<file path="src/rtl/rbfu_stream.sv">
// rbfu_stream -- streaming reconfigurable butterfly unit for NTT-style lattice
// arithmetic.
//
// Each beat carries LANES coefficient triples (a, b, w) and an opcode:
//   00 NTT  : Cooley-Tukey butterfly    x = a + w*b,           y = a - w*b
//   01 INTT : Gentleman-Sande butterfly x = (a+b)/2,           y = ((b-a)/2)*w
//   10 PWM  : degree-1 pointwise multiply on lane pairs (2k, 2k+1)
//   11      : reserved, zero results with out_err raised
// All arithmetic is modulo Q. Operands are assumed to be already reduced.
//
// The pipeline has three register stages and a single global advance enable:
//   p0 : registered operands
//   p1 : first-level products and halvings
//   p2 : final modular add/sub/multiply (drives the outputs)
//
// Ports
//   clk, rst                    clock, synchronous active-high reset
//   in_valid / in_ready         input handshake
//   in_op, in_tag               opcode and opaque sideband tag
//   in_a, in_b, in_w            per-lane operands, lane k at [k*DW +: DW]
//   out_valid / out_ready       output handshake
//   out_op, out_tag             opcode and tag of the output beat
//   out_x, out_y                per-lane results
//   out_err                     output beat carried the reserved opcode
//   busy                        at least one beat is in flight
module rbfu_stream #(
    parameter int DW    = 12,
    parameter int Q     = 3329,
    parameter int LANES = 2,
    parameter int TW    = 4
) (
    input  logic                clk,
    input  logic                rst,
    input  logic                in_valid,
    output logic                in_ready,
    input  logic [1:0]          in_op,
    input  logic [TW-1:0]       in_tag,
    input  logic [LANES*DW-1:0] in_a,
    input  logic [LANES*DW-1:0] in_b,
    input  logic [LANES*DW-1:0] in_w,
    output logic                out_valid,
    input  logic                out_ready,
    output logic [1:0]          out_op,
    output logic [TW-1:0]       out_tag,
    output logic [LANES*DW-1:0] out_x,
    output logic [LANES*DW-1:0] out_y,
    output logic                out_err,
    output logic                busy
);

    localparam int LW = LANES * DW;

    localparam logic [1:0] OP_NTT  = 2'b00;
    localparam logic [1:0] OP_INTT = 2'b01;
    localparam logic [1:0] OP_PWM  = 2'b10;
    localparam logic [1:0] OP_RSV  = 2'b11;

    localparam logic [DW:0]     QW1 = (DW+1)'(Q);
    localparam logic [2*DW-1:0] QW2 = (2*DW)'(Q);

    // Modular helpers. Inputs are assumed to lie in [0, Q-1].
    function automatic logic [DW-1:0] addmod(input logic [DW-1:0] x, input logic [DW-1:0] y);
        logic [DW:0] s;
        s = {1'b0, x} + {1'b0, y};
        if (s >= QW1) s = s - QW1;
        return s[DW-1:0];
    endfunction

    function automatic logic [DW-1:0] submod(input logic [DW-1:0] x, input logic [DW-1:0] y);
        logic [DW:0] s;
        if (x >= y) s = {1'b0, x} - {1'b0, y};
        else        s = {1'b0, x} + QW1 - {1'b0, y};
        return s[DW-1:0];
    endfunction

    function automatic logic [DW-1:0] mulmod(input logic [DW-1:0] x, input logic [DW-1:0] y);
        logic [2*DW-1:0] p;
        p = {{DW{1'b0}}, x} * {{DW{1'b0}}, y};
        return DW'(p % QW2);
    endfunction

    // Division by 2 in the field: odd values get Q added first so the
    // shift is exact (Q is odd, so v+Q is even).
    function automatic logic [DW-1:0] half(input logic [DW-1:0] v);
        logic [DW:0] s;
        s = v[0] ? ({1'b0, v} + QW1) : {1'b0, v};
        return s[DW:1];
    endfunction

    function automatic logic [DW-1:0] lane(input logic [LW-1:0] v, input int k);
        return v[k*DW +: DW];
    endfunction

    logic            en;
    logic            vld_p0, vld_p1, vld_p2;
    logic [1:0]      op_p0, op_p1, op_p2;
    logic [TW-1:0]   tag_p0, tag_p1, tag_p2;
    logic [LW-1:0]   a_p0, b_p0, w_p0;
    logic [LW-1:0]   u_p1, v_p1, w_p1;
    logic [LW-1:0]   x_p2, y_p2;
    logic            err_p2;
    logic [LW-1:0]   u_c, v_c, x_c, y_c;

    // A full output register that is not being taken stalls every stage.
    assign en       = !vld_p2 || out_ready;
    assign in_ready = en;

    // p0 -> p1: per-op first-level terms.
    //   NTT : u = a,          v = w*b
    //   INTT: u = half(a+b),  v = half(b-a)
    //   PWM : lane 2k   u = f0*g0, v = f1*g1 (tw rides along in w)
    //         lane 2k+1 u = (f0+f1)*(g0+g1)
    always_comb begin
        u_c = '0;
        v_c = '0;
        case (op_p0)
            OP_NTT: begin
                for (int k = 0; k < LANES; k++) begin
                    u_c[k*DW +: DW] = lane(a_p0, k);
                    v_c[k*DW +: DW] = mulmod(lane(w_p0, k), lane(b_p0, k));
                end
            end
            OP_INTT: begin
                for (int k = 0; k < LANES; k++) begin
                    u_c[k*DW +: DW] = half(addmod(lane(a_p0, k), lane(b_p0, k)));
                    v_c[k*DW +: DW] = half(submod(lane(b_p0, k), lane(a_p0, k)));
                end
            end
            OP_PWM: begin
                for (int k = 0; k < LANES; k += 2) begin
                    u_c[k*DW +: DW]     = mulmod(lane(a_p0, k), lane(b_p0, k));
                    v_c[k*DW +: DW]     = mulmod(lane(a_p0, k+1), lane(b_p0, k+1));
                    u_c[(k+1)*DW +: DW] = mulmod(addmod(lane(a_p0, k), lane(a_p0, k+1)),
                                                 addmod(lane(b_p0, k), lane(b_p0, k+1)));
                end
            end
            default: ;
        endcase
    end

    // p1 -> p2: final combination.
    //   PWM: x = f0g0 + f1g1*tw, y = (f0+f1)(g0+g1) - f0g0 - f1g1 (Karatsuba)
    always_comb begin
        x_c = '0;
        y_c = '0;
        case (op_p1)
            OP_NTT: begin
                for (int k = 0; k < LANES; k++) begin
                    x_c[k*DW +: DW] = addmod(lane(u_p1, k), lane(v_p1, k));
                    y_c[k*DW +: DW] = submod(lane(u_p1, k), lane(v_p1, k));
                end
            end
            OP_INTT: begin
                for (int k = 0; k < LANES; k++) begin
                    x_c[k*DW +: DW] = lane(u_p1, k);
                    y_c[k*DW +: DW] = mulmod(lane(v_p1, k), lane(w_p1, k));
                end
            end
            OP_PWM: begin
                for (int k = 0; k < LANES; k += 2) begin
                    x_c[k*DW +: DW] = addmod(lane(u_p1, k), mulmod(lane(v_p1, k), lane(w_p1, k)));
                    y_c[k*DW +: DW] = submod(submod(lane(u_p1, k+1), lane(u_p1, k)), lane(v_p1, k));
                end
            end
            default: ;
        endcase
    end

    always_ff @(posedge clk) begin
        if (rst) begin
            vld_p0 <= 1'b0;
            vld_p1 <= 1'b0;
            vld_p2 <= 1'b0;
            op_p0  <= '0;
            op_p1  <= '0;
            op_p2  <= '0;
            tag_p0 <= '0;
            tag_p1 <= '0;
            tag_p2 <= '0;
            a_p0   <= '0;
            b_p0   <= '0;
            w_p0   <= '0;
            u_p1   <= '0;
            v_p1   <= '0;
            w_p1   <= '0;
            x_p2   <= '0;
            y_p2   <= '0;
            err_p2 <= 1'b0;
        end else if (en) begin
            // input -> p0
            vld_p0 <= in_valid;
            op_p0  <= in_op;
            tag_p0 <= in_tag;
            a_p0   <= in_a;
            b_p0   <= in_b;
            w_p0   <= in_w;
            // p0 -> p1
            vld_p1 <= vld_p0;
            op_p1  <= op_p0;
            tag_p1 <= tag_p0;
            u_p1   <= u_c;
            v_p1   <= v_c;
            w_p1   <= w_p0;
            // p1 -> p2
            vld_p2 <= vld_p1;
            op_p2  <= op_p1;
            tag_p2 <= tag_p1;
            x_p2   <= x_c;
            y_p2   <= y_c;
            err_p2 <= (op_p1 == OP_RSV);
        end
    end

    // Bubbles carry stale operands, so everything visible is gated by valid.
    assign out_valid = vld_p2;
    assign out_op    = vld_p2 ? op_p2  : 2'b00;
    assign out_tag   = vld_p2 ? tag_p2 : '0;
    assign out_x     = vld_p2 ? x_p2   : '0;
    assign out_y     = vld_p2 ? y_p2   : '0;
    assign out_err   = vld_p2 && err_p2;
    assign busy      = vld_p0 || vld_p1 || vld_p2;

endmodule

</file>
<file path="config.mk">
export PLATFORM = sky130hd
export DESIGN_NAME = rbfu_stream
export DESIGN_NICKNAME = d
export VERILOG_FILES = /design/src/rtl/rbfu_stream.sv
export SDC_FILE = /design/constraint.sdc
export NUM_CORES = 2
export LEC_CHECK = 0
export BUFFER_PORTS_ARGS = -buffer_cell sky130_fd_sc_hd__buf_2
export CORE_UTILIZATION = 36
export DETAILED_ROUTE_END_ITERATION = 12
export HOLD_SLACK_MARGIN = 0.02
export PLACE_DENSITY_LB_ADDON = 0.3
export REMOVE_ABC_BUFFERS = 1
export SLEW_MARGIN = 20
export SYNTH_ARGS = -nofsm -noshare
export SYNTH_HDL_FRONTEND = slang
export SYNTH_SLANG_ARGS = --single-unit
</file>
<file path="constraint.sdc">
create_clock -name clk -period 46.9 [get_ports clk]
set_input_delay 7.035 -clock clk [delete_from_list [all_inputs] [get_ports clk]]
set_output_delay 7.035 -clock clk [all_outputs]
set_load 0.05 [all_outputs]
</file>
== Word-level counts from Yosys, hierarchy flattened ==
Index checks and enable logic that the tools add are counted.
W data, S select, Z words.

* Register bits: 214
* Output and inout bits: 58
* Word-level logic and storage cells: 127

* Reduce and logical (&&, ||, !) cells: 7
* $lt $le $gt $ge: 13
* Mux-type cells: 35
* Equal/unequal tests: 5
* Multipliers: 7
* $add $sub $neg: 35
* Div/mod/pow operators: 7

{| class="wikitable"
|+ Operator list
! operator !! number
|-
| $mux W12 || 20
|-
| $mod A24 B12 Y24 const B || 7
|-
| $mul A12 B12 Y24 || 7
|-
| $sub A12 B12 Y12 || 12
|-
| $pmux W12 S3 || 3
|-
| $add A12 B12 Y13 || 7
|-
| $ge A13 B12 Y1 const B || 7
|-
| $sub A12 B12 Y12 const B || 7
|-
| $ge A12 B12 Y1 || 6
|-
| $pmux W12 S2 || 3
|-
| $pmux W24 S3 || 1
|-
| $add A12 B12 Y12 const B || 5
|-
| $add A12 B12 Y13 const B || 4
|-
| $mux W13 || 4
|-
| $mux W24 || 2
|-
| $eq A2 B2 Y1 const B || 3
|-
| $eq A2 B1 Y1 const B || 2
|-
| $logic_not A2 Y1 || 2
|-
| $mux W4 || 1
|-
| $logic_or A1 B1 Y1 || 3
|-
| $mux W2 || 1
|-
| $logic_and A1 B1 Y1 || 1
|-
| $logic_not A1 Y1 || 1
|}

== Depth between registers and ports, before layout ==
* Depth after elaboration: 8
* Mapped depth: 96

== Worst setup path after synthesis ==
OpenSTA, ideal clock, no wires.

* Path type: flip-flop to flip-flop
* From: register v_p1[5]
* To: register x_p2[2]
* Cell stages (with the launch flop): 86
* Clock period less this slack: 21,108 ps
* Arrival: 20,980 ps
* Data required time: 46,772 ps
* Slack: 25,792 ps
* Cells stage by stage: dfxtp_1 -> clkbuf_1 -> nand2_1 -> fa_1 -> inv_1 -> fa_1 -> inv_1 -> fa_1 -> fa_1 -> fa_1 -> inv_1 -> ha_1 -> buf_4 -> a211oi_2 -> o211ai_2 -> a41oi_4 -> nor3_1 -> or3_1 -> [50 not listed] -> inv_1 -> fa_1 -> o21ai_0 -> xor2_1 -> nor3_1 -> nor2b_1 -> nor2b_1 -> nor2b_1 -> a21boi_0 -> o21ai_0 -> a21oi_1 -> a211oi_1 -> nor2b_1 -> xnor2_1 -> nor2_1 -> a221o_1 -> a22oi_1 -> nor2_1

* Cells in the longest elaborated chain, start to end: 6
* Elaborated cells on any way between the ends: 10

{| class="wikitable"
|+ Ends and longest elaborated chain
! what !! RTL line !! text
|-
| start: declaration || 99 || <nowiki>logic [LW-1:0] u_p1, v_p1, w_p1;</nowiki>
|-
| start signal: assignment || 202 || <nowiki>v_p1 <= v_c;</nowiki>
|-
| $mul A12 B12 Y24 || 78 || <nowiki>p = {{DW{1'b0}}, x} * {{DW{1'b0}}, y};</nowiki>
|-
| $mod A24 B12 Y24 || 79 || <nowiki>return DW'(p % QW2);</nowiki>
|-
| $add A12 B12 Y13 || 64 || <nowiki>s = {1'b0, x} + {1'b0, y};</nowiki>
|-
| $sub A12 B12 Y12 or $ge A13 B12 Y1 (tied branches) || 65 || <nowiki>if (s >= QW1) s = s - QW1;</nowiki>
|-
| $mux W12 || 65 ||
|-
| $pmux W12 S3 (*) || 146 || <nowiki>case (op_p1)</nowiki>
|-
| end signal: assignment || 186 || <nowiki>x_p2 <= '0;</nowiki>
|-
| end signal: assignment || 208 || <nowiki>x_p2 <= x_c;</nowiki>
|-
| end: declaration || 100 || <nowiki>logic [LW-1:0] x_p2, y_p2;</nowiki>
|}

Every way passes the cells marked *; elsewhere a longest branch is shown, timed or not.
A chain may end at the register's enable or synchronous reset.

== Worst setup path after layout ==
* From: register a_p0[13]
* To: register u_p1[14]

* Cells in the longest elaborated chain, start to end: 7
* Elaborated cells on any way between the ends: 15

{| class="wikitable"
|+ Ends and longest elaborated chain
! what !! RTL line !! text
|-
| start: declaration || 98 || <nowiki>logic [LW-1:0] a_p0, b_p0, w_p0;</nowiki>
|-
| start signal: assignment || 194 || <nowiki>a_p0 <= in_a;</nowiki>
|-
| $add A12 B12 Y13 || 64 ||
|-
| $sub A12 B12 Y12 or $ge A13 B12 Y1 (tied branches) || 65 ||
|-
| $mux W12 || 65 ||
|-
| $mux W12 || 116 || <nowiki>case (op_p0)</nowiki>
|-
| $mul A12 B12 Y24 or $add A12 B12 Y13 (tied branches) || 78, 86 ||
|-
| $mod A24 B12 Y24 or $mux W13 (tied branches) || 79, 86 ||
|-
| $pmux W24 S3 (*) || 116 ||
|-
| end signal: assignment || 201 || <nowiki>u_p1 <= u_c;</nowiki>
|-
| end: declaration || 99 ||
|}

Every way passes the cells marked *; elsewhere a longest branch is shown, timed or not. The select of a mux whose other input is x is not followed.

==> run metrics <==
critical path arrival=approximately 27,000 ps; Congestion Overflow GR=0; Die W=approximately 500 µm; nets@finish=~13,000; yosys warns=0; Pre-Repair DR Iteration Count=8; DRC viols=0; final WL=between 200 and 300 mm; Fmax=0.0383 GHz; status=complete, no violations; first-pass GRT wire length=~440 mm; Ports=140; vias=about 86,000; DR vias/cell=approximately 5.7; Tot GR Track Use=21.3%; Crit path largest cell delay=between 900 and 1000 ps; Starting Density=between 30% and 40%; num rows=approximately 180; R2R Setup Slk=roughly 21,000 ps; Setup Buffers After CTS=0; fin crit period=26,130 ps; EDFF count, synth=0; synthesized cell area=about 89,000 µm²; CP Launch Type=flop; worst-skew pair later-pin latency=680 ps; gpl congestion=between 0.9 and 1; worst r2r dst=u_p1[14]; H-tree depth=1; hold_buf cts=0; Hold Vio Cnt, Final=0; HP Class=reg -> reg; Mean Syn Cell Area=~7.4 µm²; ys flop type=dfxtp_1; DR WL/cell=between 15 and 20 µm; DRT antenna net count=0; most frequent cells in the layout=nand2_1, inv_1, nor2_1; P&R area growth vs syn=4.87%; Seq/Total Area, Yosys=between 4 and 5%; WHS Path Cells=2; Rel. slew slack=22.9%; Slew Viols, Final=0; drt initial violations=6,269; Post-Syn Instances=roughly 12,000; Synth top area share=16.7%; R2R Path Start=a_p0[13]; antenna violations before repair=1; commonest non-fill, non-tap cell in the layout=nand2_1; DIE AREA=between 200,000 and 300,000 µm²; #FFs+latches synth=about 210; vias in the first global route=approximately 81,000; Synth area leaders=fa_1, ha_1, nand2_1; Cell variety after synth=roughly 170; leading area contributor after synthesis=fa_1; clk root buf=clkbuf_16; sum of negative setup slack=0 ps; total CTS buffers=28; Clock Path Buffers=3; final-report setup violation count=0; Async SR Flop Fraction=0%; maxcap violations=0; Critical Path End Type=flop; CP max stage cell=a311oi_2; CORE AREA=about 250,000 µm²; reg2reg path depth=between 80 and 90; Port-buffer cells=between 100 and 150; Critical Path Fanout Max=15; cell mode on critical path=inv_1; Final Skew=39.8 ps; placed wire-length estimate=221 mm; WHS Endpoint=tag_p2[3]; CTS sink cnt=214; Slew @ Worst Pin=between 1000 and 1500 ps; CTS tree=done; hold wc startpoint=tag_p2[3]; post-cts sizing count=0; layout cells sized above 1=under 10%; clock-pin transition on the worst setup and hold timing paths=70 ps; Die Ht=between 500 and 600 µm; Setup CP Type=reg -> reg; Critical Path RT=between 40,000 and 50,000 ps; Final Cycle Share=between 50% and 60%; largest net degree at the start of global routing=around 130; unrepaired setup endpoints after global routing=false
-- sequential cells by signal, indices dropped and copies added, names as in the netlist --
register and flops:
v_p1 24, a_p0 24, y_p2 24, tag_p1 4, w_p1 24, out_valid 1
tag_p2 4, vld_p0 1, op_p2 2, x_p2 24, b_p0 24, tag_p0 4
op_p0 2, err_p2 1, vld_p1 1, op_p1 2, u_p1 24, w_p0 24
-- metal layers --
metal | wire length, µm | track usage, %
met2 | 121000 | 34.1
met5 | 13 | 0
met4 | 7220 | 5.07
met3 | 14100 | 2.18
met1 | 131000 | 30.4
-- worst max path at each step --
stage              start  endpoint  slack (ps)
6_report        a_p0[13]  u_p1[14]       20770
5_1_grt         a_p0[13]  u_p1[17]       18730
4_1_cts         a_p0[13]  u_p1[14]       21220
3_5_place_dp    a_p0[13]  u_p1[14]       21350
3_3_place_gp    a_p0[13]  u_p1[14]       21530
2_1_floorplan  out_ready  in_ready       22570
-- synth_stat cells, types with 38 or more instances --
| cell | n |
|---|---|
| nor2b_1 | 58 |
| o21bai_1 | 76 |
| a22oi_1 | 59 |
| nor4_1 | 107 |
| dfxtp_1 | 214 |
| nand3_1 | 272 |
| nand2b_1 | 97 |
| clkbuf_1 | 351 |
| nor3_1 | 321 |
| o22ai_1 | 78 |
| a211oi_1 | 151 |
| xor2_1 | 272 |
| nor2_1 | 944 |
| a21o_1 | 192 |
| a31oi_1 | 116 |
| o21ai_0 | 474 |
| o31ai_1 | 81 |
| buf_2 | 70 |
| a21oi_1 | 756 |
| and3_1 | 122 |
| mux2i_1 | 99 |
| or2_2 | 80 |
| o21ai_1 | 73 |
| o211ai_1 | 117 |
| a211o_1 | 53 |
| nand4_1 | 108 |
| mux2_2 | 38 |
| xnor2_1 | 615 |
| buf_4 | 38 |
| a21boi_0 | 39 |
| and2_1 | 424 |
| ha_1 | 714 |
| nand2_1 | 1594 |
| o21a_1 | 113 |
| o221ai_1 | 41 |
| or4_1 | 40 |
| fa_1 | 747 |
| inv_1 | 1171 |
| o211a_1 | 41 |
| or3_1 | 106 |
-- critical path, delay by kind of cell, from the launching register on --
| kind | cells | cell delay, ps |
|---|---|---|
| buffers and inverters | 8 | 1080 |
| adder cells (fa/ha/maj) | 9 | 3970 |
| AND/OR/NAND/NOR | 24 | 5960 |
| AO/OA/AOI/OAI | 35 | 11620 |
| flip-flops | 1 | 820 |
| XOR/XNOR | 7 | 2500 |
-- final cells by class --
cell class              count  area, µm²
flip-flops and latches    214       4290
fillers                 26209     153000
clock inverters            14        193
diodes                      1       2.50
clock buffers              34        753
well taps                3312       4140
inverters                1179       4430
multi-input cells       10246      78400
repair buffers            240       1480
-- stage by stage --
step,hold WS (ps),instance area (µm²),worst slack (ps),util (%),cells
after CTS,449,93600,21220,38.0,15239
after global routing,465,93700,18730,38.0,15239
after detailed placement,443,92700,21350,37.7,15191
final,446,93700,20770,38.0,15240
after floorplan,421,87000,22570,-,11639
after global placement,438,92700,21530,37.7,15191
-- cells by family after synthesis --
family,Yosys count,synth area share [%]
AOI/OAI and AO/OA,3183,25.3
xor gates and xnor gates,906,9.06
adders and majority gates,1481,27.0
buffers and inverters,1680,7.48
DFF,214,4.80
muxes,143,1.67
and+or+nand+nor,4533,24.7
Power is left out: the tool's default activity adds up to more than one toggle a clock period on the data nets, which glitch-free logic cannot reach.
